## src/rtl/vend_pkg.sv

```systemverilog
// Shared definitions for the vending credit/vend controller.
package vend_pkg;

  // Controller state encoding
  typedef enum logic [1:0] {
    S_IDLE    = 2'd0,
    S_COLLECT = 2'd1,
    S_VEND    = 2'd2,
    S_CHANGE  = 2'd3
  } state_t;

  // Coin face values in credit units
  localparam int V_N = 5;
  localparam int V_D = 10;
  localparam int V_Q = 25;

  // Default value returned per change pulse
  localparam int CHG_UNIT_DEF = 5;

endpackage

```

## src/rtl/vend_if.sv

```systemverilog
// Customer-facing bus of the vend controller: coin/select/cancel in,
// dispense/change/reject/status out.
interface vend_if #(
  parameter int CW = 6
);
  logic          N;
  logic          D;
  logic          Q;
  logic          Sel;
  logic          Cancel;
  logic          En;
  logic          Chg;
  logic          Rej;
  logic          Busy;
  logic [CW-1:0] Credit;

  // Coin acceptor / front panel side
  modport master (
    output N, D, Q, Sel, Cancel,
    input  En, Chg, Rej, Busy, Credit
  );

  // Controller side
  modport slave (
    input  N, D, Q, Sel, Cancel,
    output En, Chg, Rej, Busy, Credit
  );
endinterface

```

## src/rtl/vend_coin_decode.sv

```systemverilog
// Coin pulse decoder: picks the highest-value coin of a cycle and flags
// any extra coins presented alongside it so they can be rejected.
module coin_decode
  import vend_pkg::*;
#(
  parameter int CW = 6
) (
  input  logic          n,
  input  logic          d,
  input  logic          q,
  output logic [CW-1:0] val,
  output logic          vld,
  output logic          multi
);

  // Priority select Q > D > N; more than one coin means the losers bounce
  always_comb begin
    val   = '0;
    vld   = n | d | q;
    multi = (q & (d | n)) | (d & n);
    if (q)      val = CW'(V_Q);
    else if (d) val = CW'(V_D);
    else if (n) val = CW'(V_N);
  end

endmodule

```

## src/rtl/vend_ctrl.sv

```systemverilog
// Vending credit/vend controller. Accumulates coin credit, drives En to
// the dispense stage for DISP_CYC cycles on a paid selection, then pays
// back remaining credit one CHG_UNIT per cycle. All outputs registered.
module vend_ctrl
  import vend_pkg::*;
#(
  parameter int CW       = 6,
  parameter int PRICE    = 15,
  parameter int MAXCRED  = 60,
  parameter int DISP_CYC = 2,
  parameter int CHG_UNIT = CHG_UNIT_DEF
) (
  input  logic   CLK,
  input  logic   RST,
  vend_if.slave  bus
);

  localparam int              CNTW     = (DISP_CYC > 1) ? $clog2(DISP_CYC) : 1;
  localparam logic [CNTW-1:0] CNT_INIT = CNTW'(DISP_CYC - 1);
  localparam logic [CW:0]     MAX_W    = (CW+1)'(MAXCRED);
  localparam logic [CW-1:0]   PRICE_W  = CW'(PRICE);
  localparam logic [CW-1:0]   CHG_W    = CW'(CHG_UNIT);

  state_t          state_q, state_n;
  logic [CW-1:0]   credit_q, credit_n;
  logic [CNTW-1:0] cnt_q, cnt_n;
  logic            en_q, en_n;
  logic            chg_q, chg_n;
  logic            rej_q, rej_n;
  logic            busy_q, busy_n;

  logic [CW-1:0]   coin_val;
  logic            coin_vld;
  logic            coin_multi;
  logic [CW:0]     sum;
  logic            accept;
  logic [CW-1:0]   cred_add;

  coin_decode #(.CW(CW)) u_dec (
    .n     (bus.N),
    .d     (bus.D),
    .q     (bus.Q),
    .val   (coin_val),
    .vld   (coin_vld),
    .multi (coin_multi)
  );

  // One extra bit so a coin that overshoots the ceiling is caught, not wrapped
  assign sum      = {1'b0, credit_q} + {1'b0, coin_val};
  assign accept   = coin_vld && (sum <= MAX_W);
  assign cred_add = accept ? sum[CW-1:0] : credit_q;

  // Next-state, next-credit and next-output decision
  always_comb begin
    state_n  = state_q;
    credit_n = credit_q;
    cnt_n    = cnt_q;
    rej_n    = 1'b0;
    case (state_q)
      S_IDLE, S_COLLECT: begin
        rej_n    = coin_multi | (coin_vld & ~accept);
        credit_n = cred_add;
        state_n  = (cred_add != '0) ? S_COLLECT : S_IDLE;
        // Coin lands first; selection is judged on the updated credit
        if (state_q == S_COLLECT && bus.Sel && cred_add >= PRICE_W) begin
          state_n  = S_VEND;
          credit_n = cred_add - PRICE_W;
          cnt_n    = CNT_INIT;
        end else if (state_q == S_COLLECT && bus.Cancel) begin
          // First change coin goes out on entry, hence the immediate debit
          state_n  = S_CHANGE;
          credit_n = cred_add - CHG_W;
        end
      end
      S_VEND: begin
        rej_n = coin_vld;
        if (cnt_q != '0) begin
          cnt_n = cnt_q - 1'b1;
        end else if (credit_q != '0) begin
          state_n  = S_CHANGE;
          credit_n = credit_q - CHG_W;
        end else begin
          state_n = S_IDLE;
        end
      end
      S_CHANGE: begin
        rej_n = coin_vld;
        if (credit_q != '0) credit_n = credit_q - CHG_W;
        else                state_n  = S_IDLE;
      end
      default: state_n = S_IDLE;
    endcase
    en_n   = (state_n == S_VEND);
    chg_n  = (state_n == S_CHANGE);
    busy_n = en_n | chg_n;
  end

  // State, credit, dispense counter and registered outputs
  always_ff @(posedge CLK) begin
    if (RST) begin
      state_q  <= S_IDLE;
      credit_q <= '0;
      cnt_q    <= '0;
      en_q     <= 1'b0;
      chg_q    <= 1'b0;
      rej_q    <= 1'b0;
      busy_q   <= 1'b0;
    end else begin
      state_q  <= state_n;
      credit_q <= credit_n;
      cnt_q    <= cnt_n;
      en_q     <= en_n;
      chg_q    <= chg_n;
      rej_q    <= rej_n;
      busy_q   <= busy_n;
    end
  end

  assign bus.En     = en_q;
  assign bus.Chg    = chg_q;
  assign bus.Rej    = rej_q;
  assign bus.Busy   = busy_q;
  assign bus.Credit = credit_q;

endmodule

```

## src/flat_wrapper.sv

```systemverilog
// flat-port wrapper written by rule: the top's interface ports become plain ports
module vend_ctrl_flat import vend_pkg::*;
#(
  parameter int CW       = 6,
  parameter int PRICE    = 15,
  parameter int MAXCRED  = 60,
  parameter int DISP_CYC = 2,
  parameter int CHG_UNIT = CHG_UNIT_DEF
)
  (CLK, RST, bus_N, bus_D, bus_Q, bus_Sel, bus_Cancel, bus_En, bus_Chg, bus_Rej, bus_Busy, bus_Credit);
  vend_if #(.CW(CW)) bus_i ();
  input  logic CLK;
  input  logic RST;
  input wire logic [$bits(bus_i.N)-1:0] bus_N;
  input wire logic [$bits(bus_i.D)-1:0] bus_D;
  input wire logic [$bits(bus_i.Q)-1:0] bus_Q;
  input wire logic [$bits(bus_i.Sel)-1:0] bus_Sel;
  input wire logic [$bits(bus_i.Cancel)-1:0] bus_Cancel;
  output wire logic [$bits(bus_i.En)-1:0] bus_En;
  output wire logic [$bits(bus_i.Chg)-1:0] bus_Chg;
  output wire logic [$bits(bus_i.Rej)-1:0] bus_Rej;
  output wire logic [$bits(bus_i.Busy)-1:0] bus_Busy;
  output wire logic [$bits(bus_i.Credit)-1:0] bus_Credit;
  assign bus_i.N = bus_N;
  assign bus_i.D = bus_D;
  assign bus_i.Q = bus_Q;
  assign bus_i.Sel = bus_Sel;
  assign bus_i.Cancel = bus_Cancel;
  assign bus_En = bus_i.En;
  assign bus_Chg = bus_i.Chg;
  assign bus_Rej = bus_i.Rej;
  assign bus_Busy = bus_i.Busy;
  assign bus_Credit = bus_i.Credit;
  vend_ctrl #(.CW(CW), .PRICE(PRICE), .MAXCRED(MAXCRED), .DISP_CYC(DISP_CYC), .CHG_UNIT(CHG_UNIT)) u_core (.CLK(CLK), .RST(RST), .bus(bus_i));
endmodule
```

## config.mk

```make
export PLATFORM = sky130hd
export DESIGN_NAME = vend_ctrl_flat
export DESIGN_NICKNAME = d
export VERILOG_FILES = /design/src/rtl/vend_pkg.sv /design/src/rtl/vend_if.sv /design/src/rtl/vend_coin_decode.sv /design/src/rtl/vend_ctrl.sv /design/src/flat_wrapper.sv
export SDC_FILE = /design/constraint.sdc
export NUM_CORES = 1
export LEC_CHECK = 0
export CORE_MARGIN = 10
export CORE_UTILIZATION = 40
export CTS_CLUSTER_SIZE = 28
export DETAILED_ROUTE_END_ITERATION = 8
export GPL_TIMING_DRIVEN = 0
export PLACE_DENSITY_LB_ADDON = 0.05
export SLEW_MARGIN = 0
export SYNTH_ARGS = -nofsm -noshare
export SYNTH_HDL_FRONTEND = slang
export SYNTH_SLANG_ARGS = --single-unit
```

## constraint.sdc

```tcl
create_clock -name CLK -period 4.3 [get_ports CLK]
set_clock_uncertainty 0.1 [all_clocks]
set_input_delay 0.43 -clock CLK [delete_from_list [all_inputs] [get_ports CLK]]
set_output_delay 0.43 -clock CLK [all_outputs]
set_load 0.1 [all_outputs]
```

==> After elaboration in Yosys (flattened, before gate mapping) <==
Cells that the tools add are included.
{ "op_classes": {"addsub": 5, "n_lt_le_gt_ge": 2, "n_eq_ne": 7, "n_mux": 20, "bitwise": 9, "reduce_logical": 11} }
{ "op_table": {"columns": ["operator", "n"], "rows": [
  ["2-to-1 mux 6 bit", 5],
  ["case mux 6 bit (3 select lines)", 1],
  ["nonzero test 6 bit", 2],
  ["subtractor 6 x 3 -> 6 bit (second input constant)", 2],
  ["2-to-1 mux 2 bit", 5],
  ["== test 2 bit (second input constant)", 4],
  ["adder 6 x 5 -> 7 bit", 1],
  ["less-or-equal comparator 7 x 6 -> 1 bit (second input constant)", 1],
  [">= comparator 6 x 4 -> 1 bit (second input constant)", 1],
  ["case mux 2 bit (3 select lines)", 1],
  ["subtractor 6 x 4 -> 6 bit (second input constant)", 1],
  ["2-to-1 mux 5 bit", 1],
  ["bitwise OR 1 bit", 5],
  ["logical AND 1 bit", 4],
  ["2-to-1 mux 4 bit", 1],
  ["case mux 1 bit (2 select lines)", 2],
  ["OR reduction 2 bit", 2],
  ["AND 1 bit", 3],
  ["2-to-1 mux 1 bit", 3],
  ["2-to-1 mux 3 bit", 1],
  ["== test 2 x 1 -> 1 bit (second input constant)", 1],
  ["zero test 2 bit", 1],
  ["inequality test 2 x 1 -> 1 bit (second input constant)", 1],
  ["inequality test 2 bit (second input constant)", 1],
  ["4 further kinds", 4]
]} }
{ "word_totals": {"reg_bits": 13, "in_bits": 7, "output_inout_bits": 10, "wordCells": 61} }

==> Longest topological paths before layout <==
{ "depth": {"word_depth": 14, "depth_mapped": 17, "ltp_nobuf": 17} }

==> Cells and area by module <==
A second synthesis with hierarchy kept.
{ "unflattened": {"hier_cells": 187, "hier_area_um2": 1512.7} }
{ "by_module_without_submodules": {"columns": ["mod", "n_inst", "cells_per_inst", "area_per_inst_um2", "seq_area_each_um2"], "rows": [
  ["vend_ctrl", 1, 177, 1450.1, 240.2],
  ["coin_decode", 1, 10, 62.6, 0.0]
]} }

==> Worst setup path after synthesis <==
Ideal clock, no wire load.
{ "synth_timing": {"path_type": "reg-to-reg", "start": "register u_core.credit_q[0] (netlist: u_core.bus.Credit[0])", "end": "register u_core.credit_q[5] (netlist: u_core.bus.Credit[5])", "setup_ns": 0.079, "arrival_time_ns": 4.047, "required_time_ns": 4.121, "slack_ns": 0.074, "stages_incl_launch_ff": 15, "path_buffers": 0, "period_less_slack_ns": 4.226, "cell_sequence": "dfxtp_1 > ha_1 > fa_1 > xor2_1 > o21ai_0 > nand4b_1 > o21a_1 > mux2i_1 > inv_1 > ha_1 > o21ai_0 > a221oi_4 > o211ai_2 > a221o_1 > a211oi_2"} }
{ "synth_via": {"elab_chain_len": 8} }
{ "synth_lines": {"columns": ["item", "line_no", "rtl"], "rows": [
  ["from (decl)", "vend_ctrl.sv:25", "logic [CW-1:0] credit_q, credit_n;"],
  ["from (signal assigned)", "vend_ctrl.sv:110", "credit_q <= credit_n;"],
  ["adder 6 x 5 -> 7 bit", "vend_ctrl.sv:49", "assign sum = {1'b0, credit_q} + {1'b0, coin_val};"],
  ["less-or-equal comparator 7 x 6 -> 1 bit", "vend_ctrl.sv:50", "assign accept = coin_vld && (sum <= MAX_W);"],
  ["logical AND 1 bit", "vend_ctrl.sv:50", null],
  ["2-to-1 mux 6 bit", "vend_ctrl.sv:51", "assign cred_add = accept ? sum[CW-1:0] : credit_q;"],
  ["subtractor 6 x 3 -> 6 bit or >= comparator 6 x 4 -> 1 bit (tied branches)", "vend_ctrl.sv:72, vend_ctrl.sv:65", null],
  ["2-to-1 mux 6 bit or logical AND 1 bit (tied branches)", "vend_ctrl.sv:69, vend_ctrl.sv:65", null],
  ["2-to-1 mux 6 bit", "vend_ctrl.sv:65", "if (state_q == S_COLLECT && bus.Sel && cred_add >= PRICE_W) begin"],
  ["case mux 6 bit (3 select lines) (*)", "vend_ctrl.sv:59", "case (state_q)"]
]} }
Every way passes the cells marked *; elsewhere a longest branch is shown, timed or not. The select of a mux whose other input is x is not followed.
A chain may end at the register's enable or synchronous reset.

==> Worst setup path in the final report <==
{ "layout_timing": {"start": "input bus_D", "end": "register u_core.credit_q[5] (netlist: u_core.bus.Credit[5])"} }
{ "layout_via": {"elab_chain_len": 10} }
{ "layout_lines": {"columns": ["item", "line_no", "rtl"], "rows": [
  ["from (decl)", "flat_wrapper.sv:15", "input wire logic [$bits(bus_i.D)-1:0] bus_D;"],
  ["2-to-1 mux 4 bit", "vend_coin_decode.sv:22", "else if (d) val = CW'(V_D);"],
  ["2-to-1 mux 5 bit", "vend_coin_decode.sv:21", "if (q) val = CW'(V_Q);"],
  ["adder 6 x 5 -> 7 bit", "vend_ctrl.sv:49", null],
  ["less-or-equal comparator 7 x 6 -> 1 bit", "vend_ctrl.sv:50", null],
  ["logical AND 1 bit", "vend_ctrl.sv:50", null],
  ["2-to-1 mux 6 bit (*)", "vend_ctrl.sv:51", null],
  ["subtractor 6 x 3 -> 6 bit or >= comparator 6 x 4 -> 1 bit (tied branches)", "vend_ctrl.sv:72, vend_ctrl.sv:65", null],
  ["2-to-1 mux 6 bit or logical AND 1 bit (tied branches)", "vend_ctrl.sv:69, vend_ctrl.sv:65", null],
  ["2-to-1 mux 6 bit (*)", "vend_ctrl.sv:65", null],
  ["case mux 6 bit (3 select lines) (*)", "vend_ctrl.sv:59", null]
]} }
Every way passes the cells marked *; elsewhere a longest branch is shown, timed or not.

==> flow_metrics.env <==
export IMPL_min_period_ns=3.932
export IMPL_slew_headroom_pct=34.80
export IMPL_crit_path_frequent_cell="inv_1"
export IMPL_cpMaxStageDelayCell="a221o_1"
export IMPL_period_share_pct=91.45
export IMPL_grt_first_pass_wirelength_microns=6679
export IMPL_rows=21
export IMPL_grt_total_usage_pct=12.91
export IMPL_dr_pass1_iters=4
export IMPL_fmax_ghz=0.2543
export IMPL_n_fill_cell=323
export IMPL_path_cells="dlymetal6s2s_1, inv_1, a21o_1, ha_1, fa_2, a211o_1, nand2_2, nand2_1, o21a_4, nor2_1, a21oi_2, inv_1, ha_2, o21ai_1, a221oi_4, o211ai_2, a221o_1, a211oi_2"
export IMPL_final_antenna_net_count=0
export IMPL_routed_wirelength_microns=4110
export IMPL_cts_tree="yes"
export IMPL_worstPathArrival_ns=4.03
export IMPL_synth_cells=185
export IMPL_io_pins=17
export IMPL_layout_commonest_cell="nor2_1"
export IMPL_worstSetupPathType="input port to register"
export IMPL_syn_cell_area_sq_mm=0.001420
export IMPL_die_w_microns=79.59
export IMPL_dp_cells=247
export IMPL_status="complete, no violations"
export IMPL_initial_core_util_pct=41.90
export IMPL_rsz0062_at_grt="false"
export IMPL_setup_viol=0
export IMPL_diodes=0
export IMPL_layout_drive_gt1_share_pct=13.04
export IMPL_dr_total_vias=1517
export IMPL_place_gp_congestion=0.9153
export IMPL_grt_max_degree=11
export IMPL_end_kind="register"
export IMPL_dpl_hpwl_microns=3317
export IMPL_ys_ff_latch=13
export IMPL_cts_reportedPaths_clkPinSlew_ns=0.09
export IMPL_most_common_layout_cells="16 x nor2_1, 13 x clkdlybuf4s50_1, 13 x dfxtp_1, 12 x nand2_1, 10 x inv_1"
export IMPL_area_growth_pct=22.11
export IMPL_vias_per_cell=5.996
export IMPL_ys_types=50
export IMPL_postSynthNetCount=202
export IMPL_clock_sinks=13
export IMPL_cts_buffers=3
export IMPL_hold_viol_final=0
export IMPL_clk_latency_ns=0.28
export IMPL_drc=0
export IMPL_grt_pass1_vias=1434
export IMPL_final_cells=253
export IMPL_portBuffers=16
export IMPL_cts_root_buf="clkbuf_4"
export IMPL_core_sq_mm=0.003390
export IMPL_grt_overflow=0
export IMPL_slew_viol_final=0
export IMPL_h_tree_depth=1
export IMPL_drtIter0Drc=118
export IMPL_critPathMaxFanout=6
export IMPL_clk_path_buf_depth=2
export IMPL_start_kind="input port"
export IMPL_max_cap_violations=0
export IMPL_final_util_pct=51.16
export IMPL_fin_tns_setup_ns=0
export IMPL_die_area_sq_mm=0.006334
export IMPL_syn_area_per_cell_sq_um=7.676
export IMPL_nNetsFinal=225
export IMPL_worst_pin_slew_ns=0.9750
export IMPL_routedWlPerCell_microns=16.25
export IMPL_fin_hold_ws_ns=0.3800
export IMPL_antenna_found_initial=0
export IMPL_worstPathRequired_ns=4.40
export IMPL_yosysWarnings=0
export IMPL_cpPeakStageDelay_ns=0.39
export IMPL_hold_class="register to register"
export IMPL_die_y_microns=79.59
export IMPL_ys_seq_area_share_pct=18.33
[worst max-delay path: cells and delay by family]
family                     cells  cell delay [ns]
AOI/OAI and AO/OA              9             2.09
adders and majority gates      3             0.81
and+or+nand+nor                3             0.37
buffers and inverters          3             0.32
[sequential cells by signal, summed over array words and instances (netlist names)]
register / count
u_core.bus.Chg: 1
u_core.bus.En: 1
u_core.cnt_q: 1
u_core.bus.Credit: 6
u_core.state_q: 2
u_core.bus.Busy: 1
u_core.bus.Rej: 1
[worst paths after layout]
kind / depth (start not counted) / from / end / slack (ns)
worst min-delay path: 2 / u_core.cnt_q / u_core.cnt_q / 0.38
worst min register to register: 2 / u_core.cnt_q / u_core.cnt_q / 0.38
worst max-delay path: 18 / bus_D / u_core.bus.Credit[5] / 0.37
worst max register to register: 15 / u_core.bus.Credit[0] / u_core.bus.Credit[5] / 0.52
[synth_stat cells (all sizes together)]
cell type | n | area share, %
xnor2 | 5 | 3.1
a31oi | 6 | 2.6
mux2 | 1 | 0.79
clkbuf | 2 | 0.53
nor2 | 16 | 4.2
and2 | 6 | 2.8
or3b | 2 | 1.2
and3 | 2 | 0.88
o31ai | 2 | 1.1
o32a | 1 | 0.70
a211oi | 4 | 2.5
a311oi | 2 | 1.2
a221o | 1 | 0.70
or3 | 3 | 1.3
o32ai | 1 | 0.62
o211ai | 5 | 3.0
mux2i | 4 | 2.8
a31o | 1 | 0.62
o21bai | 1 | 0.53
nand4 | 1 | 0.44
nand4b | 1 | 0.62
maj3 | 1 | 0.70
nand3 | 9 | 3.2
o221ai | 2 | 1.2
o21a | 5 | 2.6
o221a | 2 | 1.6
nor3 | 4 | 1.4
or2 | 3 | 1.3
dfxtp | 13 | 18
a221oi | 1 | 1.9
a21o | 5 | 2.6
a21oi | 12 | 5.0
nor3b | 2 | 1.1
ha | 9 | 7.9
nor4 | 1 | 0.44
o21ai | 15 | 5.6
fa | 1 | 1.4
a211o | 4 | 2.5
nand2 | 13 | 3.4
o22ai | 1 | 0.44
nor2b | 4 | 1.8
inv | 10 | 2.6
xor2 | 1 | 0.62
[per-layer routing]
metal  vias up  share of wire [%]  global-route usage, %
li1        747                  -                      -
met1       714                 47                  16.81
met2        52                 45                  20.87
met3         4                6.6                  2.365
met4         0               0.92                  3.943
met5         -                  0                      0
[logic make-up (layout without fill, tap and decap cells)]
kind of cell             after synthesis  in the layout  synth area share, %
AO/OA/AOI/OAI                         71             71                37.01
AND/OR/NAND/NOR                       67             67                24.14
flip-flops                            13             13                18.33
buffers and inverters                 12             34                3.172
adder cells (fa/ha/maj)               11             11                10.04
XOR/XNOR                               6              6                3.700
multiplexers                           5              5                3.612
[layout make-up]
type,instances,area [sq um],share of cell area (%)
multi-input cells,160,1162,67.03
flip-flops and latches,13,260.3,15.01
repair buffers,18,182.7,10.53
well taps,46,57.56,3.319
inverters,10,37.54,2.165
clock buffers,4,26.28,1.515
plain buffers,2,7.507,0.4329
[stage by stage]
stage	setup WS, ns	instance area, sq um
global route	0.1421	1734
global placement	-0.6797	1638
detailed placement	-0.7765	1638
finish	0.3678	1734
floorplan	0.07360	1420
CTS	0.003056	1717
[timing repair]
item | 4_1_cts | 5_1_grt
buffers inserted | 2 | 0
endpoints found under the setup margin | 11 | 9
gates resized for setup | 10 | 6
hold buffers | 0 | 0
pin swaps | 1 | 2
Power is left out: the tool's default activity adds up to more than one toggle a clock period on the data nets, which glitch-free logic cannot reach.
